--- src/rtl/omap_biu.sv ---
// Output map BIU: drains 64-bit output buffer words to external memory as
// pairs of 32-bit write beats (upper half first) through the arbiter.
module omap_biu (
   input  logic        clk,
   input  logic        rst,
   input  logic        omap_start,
   input  logic [31:0] omap_base_addr,
   input  logic [15:0] omap_words,
   output logic        omap_done,
   output logic        omap_ren,
   output logic [31:0] omap_raddr,
   input  logic [63:0] omap_rdata,
   output logic        omap_biu2arb_req,
   output logic [31:0] omap_biu2arb_addr,
   output logic [31:0] omap_biu2arb_wdata,
   output logic        omap_biu2arb_vld,
   input  logic        omap_biu2arb_rdy
);

   typedef enum logic [2:0] {
      IDLE    = 3'd0,
      FETCH   = 3'd1,
      LOAD    = 3'd2,
      SEND_HI = 3'd3,
      SEND_LO = 3'd4,
      DONE    = 3'd5
   } state_t;

   state_t      state, state_nxt;
   logic [15:0] words_r;
   logic [15:0] word_idx;
   logic [63:0] hold;
   logic [63:0] pre;
   logic        pre_vld;
   logic        rd_pend;
   logic        accept;
   logic        more;
   logic [63:0] nxt_word;

   assign accept   = omap_biu2arb_vld & omap_biu2arb_rdy;
   assign more     = (word_idx + 16'd1) != words_r;
   // The prefetched word arrives on the first SEND_LO cycle; if the beat is
   // accepted right then, pre has not captured it yet, so bypass from the bus.
   assign nxt_word = pre_vld ? pre : omap_rdata;

   always_ff @(posedge clk) begin
      if (rst) state <= IDLE;
      else     state <= state_nxt;
   end

   always_comb begin
      state_nxt  = state;
      omap_ren   = 1'b0;
      omap_raddr = 32'd0;
      case (state)
         IDLE: begin
            if (omap_start) state_nxt = (omap_words == 16'd0) ? DONE : FETCH;
         end
         FETCH: begin
            omap_ren  = 1'b1;
            state_nxt = LOAD;
         end
         LOAD: state_nxt = SEND_HI;
         SEND_HI: begin
            if (accept) begin
               state_nxt = SEND_LO;
               if (more) begin
                  omap_ren   = 1'b1;
                  omap_raddr = {16'd0, word_idx + 16'd1};
               end
            end
         end
         SEND_LO: begin
            if (accept) state_nxt = more ? SEND_HI : DONE;
         end
         DONE:    state_nxt = IDLE;
         default: state_nxt = IDLE;
      endcase
   end

   always_ff @(posedge clk) begin
      if (rst) begin
         omap_done          <= 1'b0;
         omap_biu2arb_req   <= 1'b0;
         omap_biu2arb_addr  <= 32'd0;
         omap_biu2arb_wdata <= 32'd0;
         omap_biu2arb_vld   <= 1'b0;
         words_r            <= 16'd0;
         word_idx           <= 16'd0;
         hold               <= 64'd0;
         pre                <= 64'd0;
         pre_vld            <= 1'b0;
         rd_pend            <= 1'b0;
      end else begin
         omap_done <= (state_nxt == DONE);
         case (state)
            IDLE: begin
               if (omap_start) begin
                  words_r           <= omap_words;
                  word_idx          <= 16'd0;
                  omap_biu2arb_addr <= omap_base_addr;
                  omap_biu2arb_req  <= (omap_words != 16'd0);
                  pre_vld           <= 1'b0;
                  rd_pend           <= 1'b0;
               end
            end
            LOAD: begin
               hold               <= omap_rdata;
               omap_biu2arb_wdata <= omap_rdata[63:32];
               omap_biu2arb_vld   <= 1'b1;
            end
            SEND_HI: begin
               rd_pend <= accept & more;
               if (accept) begin
                  omap_biu2arb_addr  <= omap_biu2arb_addr + 32'd4;
                  omap_biu2arb_wdata <= hold[31:0];
               end
            end
            SEND_LO: begin
               if (rd_pend) begin
                  pre     <= omap_rdata;
                  pre_vld <= 1'b1;
                  rd_pend <= 1'b0;
               end
               if (accept) begin
                  omap_biu2arb_addr <= omap_biu2arb_addr + 32'd4;
                  if (more) begin
                     hold               <= nxt_word;
                     omap_biu2arb_wdata <= nxt_word[63:32];
                     pre_vld            <= 1'b0;
                     word_idx           <= word_idx + 16'd1;
                  end else begin
                     omap_biu2arb_vld <= 1'b0;
                     omap_biu2arb_req <= 1'b0;
                  end
               end
            end
            default: ;
         endcase
      end
   end

endmodule
--- config.mk ---
export PLATFORM = sky130hd
export DESIGN_NAME = omap_biu
export DESIGN_NICKNAME = d
export VERILOG_FILES = /design/src/rtl/omap_biu.sv
export SDC_FILE = /design/constraint.sdc
export NUM_CORES = 1
export LEC_CHECK = 0
export ABC_AREA = 1
export ABC_CLOCK_PERIOD_IN_PS = 3000
export CAP_MARGIN = 30
export CORE_ASPECT_RATIO = 0.9
export CORE_MARGIN = 2
export CORE_UTILIZATION = 40
export DETAILED_ROUTE_END_ITERATION = 6
export PLACE_DENSITY_LB_ADDON = 0.2
export SLEW_MARGIN = 30
export SYNTH_ARGS = -nofsm -noshare
export SYNTH_HDL_FRONTEND = slang
export SYNTH_SLANG_ARGS = --single-unit
--- constraint.sdc ---
create_clock -name clk -period 3 [get_ports clk]
set_input_delay 0.6 -clock clk [delete_from_list [all_inputs] [get_ports clk]]
set_output_delay 0.6 -clock clk [all_outputs]
set_load 0.005 [all_outputs]
Word-level counts from Yosys, hierarchy flattened
Index checks and enable logic that the tools add are counted.

Register bits after elaboration: 200. Output and inout bits: 100. Bits in latches: 0. Memories kept: 0. Input bits: 116. ROM bits: 0. RAM bits: 0. Logic and storage cells: 85.

$mul: 0. Divide/modulo/power cells: 0. Magnitude comparators: 0. $add $sub $neg: 2. Reduce and logical (&&, ||, !) cells: 19. Eq/ne operators: 12. Shift-type cells: 0. Mux-type cells: 38. Bitwise logic cells: 2.

Operator list (number): $mux W32 (7); $pmux W32 S2 (2); $mux W16 (6); $pmux W32 S3 (1); $mux W64 (1); $add A32 B3 Y32 const B (1); $pmux W16 S2 (1); $add A16 B1 Y16 const B (1); $logic_not A16 Y1 (1); $ne A16 B16 Y1 (1); $reduce_bool A16 Y1 (1); $mux W3 (5); $pmux W3 S5 (1); $reduce_and A4 Y1 (3); $ne A2 B2 Y1 const B (5); $mux W1 (9); $reduce_and A3 Y1 (3); $pmux W1 S2 (4); $reduce_and A2 Y1 (4); $eq A3 B2 Y1 const B (2); $eq A3 B3 Y1 const B (2); $reduce_bool A2 Y1 (3); $reduce_bool A3 Y1 (2); $eq A3 B1 Y1 const B (1); 5 further kinds (6).

Logic depth before layout (Yosys ltp)
Gate-level depths: netlist of run 1.

Depth after elaboration: 6. Gate-level depth with buffers: 18. Mapped depth without buffers: 17.

Worst setup path after synthesis of run 1
OpenSTA, ideal clock, no wires.

Path type: register -> output. Start: register word_idx[0]. End: output port omap_ren. Cell stages (with the launch flop): 14. Setup slack: 0.436 ns. Data required time: 2.400 ns. Path buffers: 1. Arrival time: 1.964 ns. Cells stage by stage: dfxtp_1 ha_1 nand3_1 nor2_2 nand4_1 nand3_1 nand2_1 nor2_1 nand2_1 nor2_4 nand2_2 nand3_2 buf_2 nand2_1.

Cells in the longest elaborated chain, start to end: 5.

RTL lines: start: declaration (RTL line 31) `logic [15:0] word_idx;`; start signal: assignment (RTL line 131) `word_idx <= word_idx + 16'd1;`; $add A16 B1 Y16 (RTL line 41) `assign more = (word_idx + 16'd1) != words_r;`; $ne A16 B16 Y1 (RTL line 41); $mux W1 (RTL line 67) `if (more) begin`; $mux W1 (RTL line 65) `if (accept) begin`; $pmux W1 S2 (RTL line 55) `case (state)`; end: declaration (RTL line 10) `output logic omap_ren,`.

Every way passes these cells.

Worst setup path after layout of run 1
Start: register word_idx[1]. End: output port omap_raddr[8].

Cells in the longest elaborated chain, start to end: 5.

RTL lines: $add A16 B1 Y16 (*) (RTL line 41, 69); $ne A16 B16 Y1 (RTL line 41); $mux W16 (*) (RTL line 67); $mux W16 (*) (RTL line 65); $mux W16 (*) (RTL line 55); end: declaration (RTL line 11) `output logic [31:0] omap_raddr,`.

Mark *: on every way between the ends. The rest lies on a longest branch, timed or not.

==> reports/metrics.yaml, run 1 <==
sta:
  grt_setup_unrepaired: "true"
  fin_crit_ps: 3300
  setup_viol: 17
  finClkSkew_ps: 15.98
  final_max_slew_viol_count: 0
  timing.fmax_mhz: 303.0
  setup_slack_ps: -300.4
  setup_tns_ps: -3629
  tightest_slew_ps: 906.8
  period_share_pct: 110.0
  slew_headroom_pct: 39.55
  hold_viol: 0
finish:
  drive_above_1_share_pct: 11.05
  layout_commonest_cell: "nand2_1"
  fin_area_um2: 13580
  final_cells: 2099
  final_util_pct: 54.07
  nets: 1860
  areaGrowthSynthToFinish_pct: 33.03
  most-common-layout-cells: "347 x nand2_1, 230 x nor2_1, 193 x dfxtp_1, 181 x clkdlybuf4s50_1, 133 x o21ai_0"
die:
  dieArea_um2: 26820
  dieWidth_um: 172.4
  start_util_pct: 40.65
  ios: 216
  core_area_um2: 25120
  die_y_um: 155.6
  core.rowCount: 55
place:
  place_hpwl_um: 20680
  dp_cells: 2033
  numPortBuffers: 199
  place_ws_ps: -50.69
  place_congestion: 0.8745
  place_area_um2: 12550
run_status:
  status: "finished with violations"
  violations: "negative setup slack"
clock_tree:
  cts.sinks: 200
  clk_latency_ps: 450
  numCtsBuffers: 17
  clkTransAtPathRegs_ps: 80
  cts-root-buf: "clkbuf_16"
  clock_tree.buffer_depth: 2
  htreeDepth: 4
  cts_tree: "built"
  hold_buffers: 0
synthesis:
  synthCells: 1539
  synthDistinctLibCells: 42
  ys_seq_elements: 200
  syn_area_um2: 10210
  ys_seq_area_share_pct: 39.22
  avgSynthCellArea_um2: 6.634
  ys_warn_count: 0
detailed_routing:
  drtIter0Drc: 852
  firstDrtPassIters: 5
  vias: 10620
  avgRoutedWirePerCell_um: 15.28
  finalWirelength_um: 32070
  vias_per_cell: 5.061
  drc_errors: 0
  ant_nets: 0
worst_setup_path:
  worstSetupPathDepth: 19
  reg2reg_depth: 19
  endpoint_kind: "output port"
  worstSetupPathType: "reg2out"
  r2r-start: "word_idx[0]"
  cp_slowest_cell: "dfxtp_2"
  path_cells: "ha_4, nand2_8, nor2_4, buf_12, nand3_2, nand2_2, nand3_1, nand2_1, nor2_2, nand2_2, nor2_4, nand2_2, nand3_2, buf_12, buf_8, buf_6, buf_6, a21oi_2, buf_2"
  crit_family: "simple AND/OR/NAND/NOR gates"
  rrSetupSlack_ps: 180
  worst-path-max-fanout: 4
  cp_slowest_stage_delay_ps: 360
  worst-path-buf-inv: 6
  r2r-end: "omap_biu2arb_wdata[21]"
  arrival_ps: 2700
  worst_path_most_repeated_cell: "nand2_2"
  worst_ep_required_time_ps: 2400
  startpoint_type: "register"
power:
  intPower_mw: 4.618
  leakagePower_nw: 5.086
  p_switching_mw: 2.065
  power_density_nw_per_um2: 492.1
  clkPwrFrac_pct: 35.4
  irDropWorstVdd_v: 0.0003194
  power_frac_seq_pct: 45.1
  switching_share_pct: 30.90
  combPwrFrac_pct: 19.6
grt:
  grt_pass1_wl_um: 50510
  antenna_found_initial: 2
  grt_pass1_vias: 9782
  grt_max_degree: 87
  grtUsageTotal_pct: 23.77
  grt_overflow_total: 0
min_path:
  min_path_type: "reg2reg"
  whs_path_depth: 2
  hold_end: "pre[3]"
  hold_start: "pre[3]"
job:
  drv_cap: 0
==> metrics by stage <==
stage	hold slack (ps)	power (mW)
2_1_floorplan	429.7	3.721
3_3_place_gp	436.4	4.300
3_5_place_dp	441.8	4.315
4_1_cts	454.1	6.715
5_1_grt	469.5	7.029
6_report	452.8	6.683
==> kinds of logic after synthesis <==
group	share of synthesized area (%)
and+or+nand+nor	31.41
AOI/OAI and AO/OA	16.61
buffers and inverters	9.865
DFF	39.22
xor gates and xnor gates	1.446
muxes	1.177
adders and majority gates	0.2451
other	0.03673
==> worst max path at each step <==
| stage | start | endpoint |
|---|---|---|
| after detailed placement | word_idx[0] | omap_raddr[5] |
| final | word_idx[1] | omap_raddr[8] |
| after CTS | word_idx[1] | omap_raddr[8] |
| after floorplan | word_idx[0] | omap_ren |
| after global placement | word_idx[0] | omap_raddr[8] |
| after global routing | word_idx[1] | omap_raddr[8] |
==> registers in the layout (all words and copies together) (netlist names) <==
register,flops
omap_biu2arb_wdata,32
words_r,16
pre,64
omap_biu2arb_addr,32
rd_pend,1
pre_vld,1
omap_done,1
omap_biu2arb_req,1
hold,32
state,3
omap_biu2arb_vld,1
word_idx,16
==> synth_stat cells, drive strengths merged <==
cell / n / area share (%)
o21bai: 1 / 0.074
a311oi: 2 / 0.17
xor2: 6 / 0.51
o21ai: 134 / 6.6
xnor3: 2 / 0.44
ha: 2 / 0.25
dfxtp: 200 / 39
a211oi: 2 / 0.15
inv: 130 / 4.8
clkbuf: 65 / 2.4
nand4: 16 / 0.98
nor4: 10 / 0.61
nor3: 9 / 0.44
nor2: 253 / 9.7
a221oi: 4 / 0.34
xor3: 1 / 0.23
nand2: 362 / 14
clkinv: 3 / 0.11
o31ai: 1 / 0.074
a31oi: 6 / 0.37
a221o: 1 / 0.098
mux2i: 12 / 1.2
buf: 37 / 2.6
o211ai: 39 / 2.9
or2: 10 / 0.61
o22ai: 2 / 0.12
conb: 1 / 0.037
xnor2: 3 / 0.26
nand3: 105 / 5.2
a21oi: 117 / 5.8
nand3b: 3 / 0.22
==> metal layers <==
metal | track usage (%) | wire length, um | vias to the layer above
met5 | 0 | 0 | -
met3 | 3.957 | 1616 | 37
met1 | 32.94 | 15320 | 4898
met4 | 6.723 | 544 | 0
li1 | - | - | 5384
met2 | 38.10 | 14590 | 305
==> power groups by stage <==
stage / clock network (mW) / logic [mW] / registers, mW
after floorplan: 0 / 0.681 / 3.04
after global placement: 0 / 1.24 / 3.06
after CTS: 2.42 / 1.29 / 3.01
after detailed placement: 0 / 1.25 / 3.07
after global routing: 2.53 / 1.46 / 3.04
final: 2.36 / 1.31 / 3.01
==> final cells by class <==
type / instances / area, um2
diodes: 2 / 5.005
fillers: 2455 / 11540
clock inverters: 14 / 171.4
flip-flops and latches: 200 / 4015
multi-input cells: 1120 / 5454
well taps: 342 / 427.9
repair buffers: 270 / 2576
inverters: 133 / 503.0
clock buffers: 18 / 429.2
==> worst reg2reg max path, stage by stage (launching register included) <==
cell     delay, ps
dfxtp_2        340
ha_4           190
nand2_8         90
buf_4          110
nand2_1         60
nand2_1         60
nand2_1         50
nor2_2         120
nand2_1         60
nor2_1         110
nand3_1        130
nor2_2         180
buf_4          130
buf_4           90
buf_4          100
nand3_2        140
nand2_2        270
buf_4          260
o21ai_0        150
nor2_1         120
==> repair_timing <==
action / 4_1_cts / 5_1_grt
gates resized for setup: 99 / 36
gates cloned: 1 / 0
pin swaps: 17 / 9
setup buffers: 25 / 6
endpoints found under the setup margin: 17 / 48
Note: power is estimated with default switching activity, not from simulation.
==> run 2, diff against run 1 <==
Settings changed: GPL_TIMING_DRIVEN set to 0.
==> reports/metrics.yaml, run 2 (synthesized netlist as in run 1, its figures left out) <==
run_status:
  status: "finished with violations"
  violations: "negative setup slack"
place:
  place_congestion: 0.9123  # +4.3%
  place_ws_ps: -724.5  # -673.9 ps
  place_hpwl_um: 25190  # +22%
  numPortBuffers: 199  # unchanged
  dp_cells: 2095  # +3.0%
  place_area_um2: 12690  # +1.1%
worst_setup_path:
  endpoint_kind: "output port"
  worst_ep_required_time_ps: 2400  # about the same
  crit_path_start: "word_idx[0]"
  startpoint_type: "register"
  worstSetupPathType: "reg2out"
  worst_path_most_repeated_cell: "nand2_4"
  r2r-start: "word_idx[0]"
  arrival_ps: 2680  # -20 ps
  cp_slowest_cell: "dfxtp_4"
  worst-path-max-fanout: 7  # +3
  cp_slowest_stage_delay_ps: 370  # about the same
  path_cells: "ha_4, nand2_4, nor2_4, buf_12, nand4_1, nand2_4, nand2_2, nand2_2, nor2_4, nand2_4, nor2_4, nand2_4, nand3_4, buf_6, buf_6, a21oi_2, buf_2"
  reg2reg_depth: 16  # -3
die:
  core_area_um2: 25120  # unchanged
  die_y_um: 155.6  # unchanged
  dieWidth_um: 172.4  # unchanged
  ios: 216  # unchanged
  core.rowCount: 55  # unchanged
  dieArea_um2: 26820  # unchanged
  start_util_pct: 40.65  # unchanged
grt:
  grt_overflow_total: 0  # unchanged
  grtUsageTotal_pct: 25.51  # +1.7 points
  grt_pass1_wl_um: 53670  # +6.3%
  antenna_found_initial: 1  # -1
  grt_max_degree: 22  # -75%
  grt_pass1_vias: 10310  # +5.4%
clock_tree:
  cts-root-buf: "clkbuf_16"
  htreeDepth: 4  # unchanged
  cts.sinks: 200  # unchanged
  numCtsBuffers: 17  # unchanged
  clkTransAtPathRegs_ps: 80  # about the same
  hold_buffers: 0  # unchanged
  clk_latency_ps: 450  # about the same
  cts_tree: "built"
  clock_tree.buffer_depth: 2  # unchanged
detailed_routing:
  firstDrtPassIters: 6  # +1
  drc_errors: 0  # unchanged
  ant_nets: 0  # unchanged
  vias_per_cell: 5.151  # +1.8%
  vias: 11090  # +4.3%
  avgRoutedWirePerCell_um: 16.12  # +5.5%
  drtIter0Drc: 826  # -3.1%
  finalWirelength_um: 34690  # +8.1%
sta:
  slew_headroom_pct: 50.91  # +11 points
  setup_tns_ps: -3587  # +42.12 ps
  hold_viol: 0  # unchanged
  setup_viol: 17  # unchanged
  final_max_slew_viol_count: 0  # unchanged
  fin_crit_ps: 3282  # -18.20 ps
  period_share_pct: 109.4  # -0.61 points
  tightest_slew_ps: 736.3  # -170.5 ps
  holdWs_ps: 454.4  # +1.543 ps
  timing.fmax_mhz: 304.7  # +0.55%
  setup_slack_ps: -282.2  # +18.20 ps
  finClkSkew_ps: 16.29  # +0.3138 ps
  grt_setup_unrepaired: "true"
job:
  drv_cap: 0  # unchanged
finish:
  nets: 1914  # +2.9%
  final_util_pct: 54.63  # +0.56 points
  layout_commonest_cell: "nand2_1"
  n_fill_cell: 2457  # +0.081%
  drive_above_1_share_pct: 10.23  # -0.83 points
  final_cells: 2152  # +2.5%
  areaGrowthSynthToFinish_pct: 34.40
  regMostFlops: "pre"
  fin_area_um2: 13720  # +1.0%
  largest_register_ffs: 64  # unchanged
  most-common-layout-cells: "342 x nand2_1, 230 x nor2_1, 191 x dfxtp_1, 182 x clkdlybuf4s50_1, 133 x o21ai_0"
min_path:
  hold_start: "pre[17]"
  whs_path_depth: 2  # unchanged
  min_path_type: "reg2reg"
power:
  p_total_mw: 6.721  # +0.57%
  irDropWorstVdd_v: 0.0003511  # +9.9%
  leakagePower_nw: 5.155  # +1.3%
  power_density_nw_per_um2: 489.8  # -0.45%
## run 2: cell types whose count changed in the layout (fill, tap and decap cells not counted), moves of 4 or more
cell	before	now
buf_2	18	23
buf_12	8	3
inv_1	123	127
nand2_1	347	342
buf_4	53	30
buf_6	9	16
buf_1	0	5
nand2_4	2	7
clkbuf_1	1	65
## run 2: timing repair
action	4_1_cts	5_1_grt
setup endpoints to repair	17	17
gates resized for setup	121	34
setup buffers	15	9
pin swaps	12	22
gates cloned	1	0
## run 2: worst max-delay path, delay by kind of cell (launching register included)
kind | cells | cell delay [ps]
adder cells (fa/ha/maj) | 1 | 170
buffers and inverters | 4 | 540
AND/OR/NAND/NOR | 11 | 1040
flip-flops | 1 | 370
AO/OA/AOI/OAI | 1 | 100
## run 2: final cells by class
class	count	area, um2	share of cell area (%)
Multi-Input combinational cell	1119	5489	40.00
Buffer	102	518.0	3.775
Clock buffer	17	425.4	3.100
Antenna cell	1	2.502	0.01824
Tap cell	342	427.9	3.118
Timing Repair Buffer	223	2162	15.76
Clock inverter	15	172.7	1.258
Inverter	133	499.2	3.638
Sequential cell	200	4025	29.33
## run 2: layer usage
metal / up-vias / global-route usage [%] / share of wire [%]
li1: 5493 / - / -
met4: 0 / 7.523 / 2.0
met3: 48 / 4.160 / 6.2
met2: 370 / 40.13 / 45
met1: 5175 / 35.91 / 47
met5: - / 0 / 0
## run 2: final timing paths
kind                            endpoint  slack [ps]
setup / recovery          omap_raddr[14]        -280
hold / removal                   pre[17]         450
setup reg to reg  omap_biu2arb_wdata[17]         390
hold reg to reg                  pre[17]         450
## run 2: power breakdown
part | leakage (nW) | internal, mW | total [mW] | switching (mW)
clock network | 0.290 | 1.13 | 2.36 | 1.23
logic | 3.23 | 0.633 | 1.34 | 0.703
registers | 1.64 | 2.85 | 3.02 | 0.175
==> run 3, diff against run 2 <==
Settings changed: SLEW_MARGIN 30 to 10.
==> results of run 3 <==
Same layout as run 2: the final DEF is identical, and so are final timing and power.
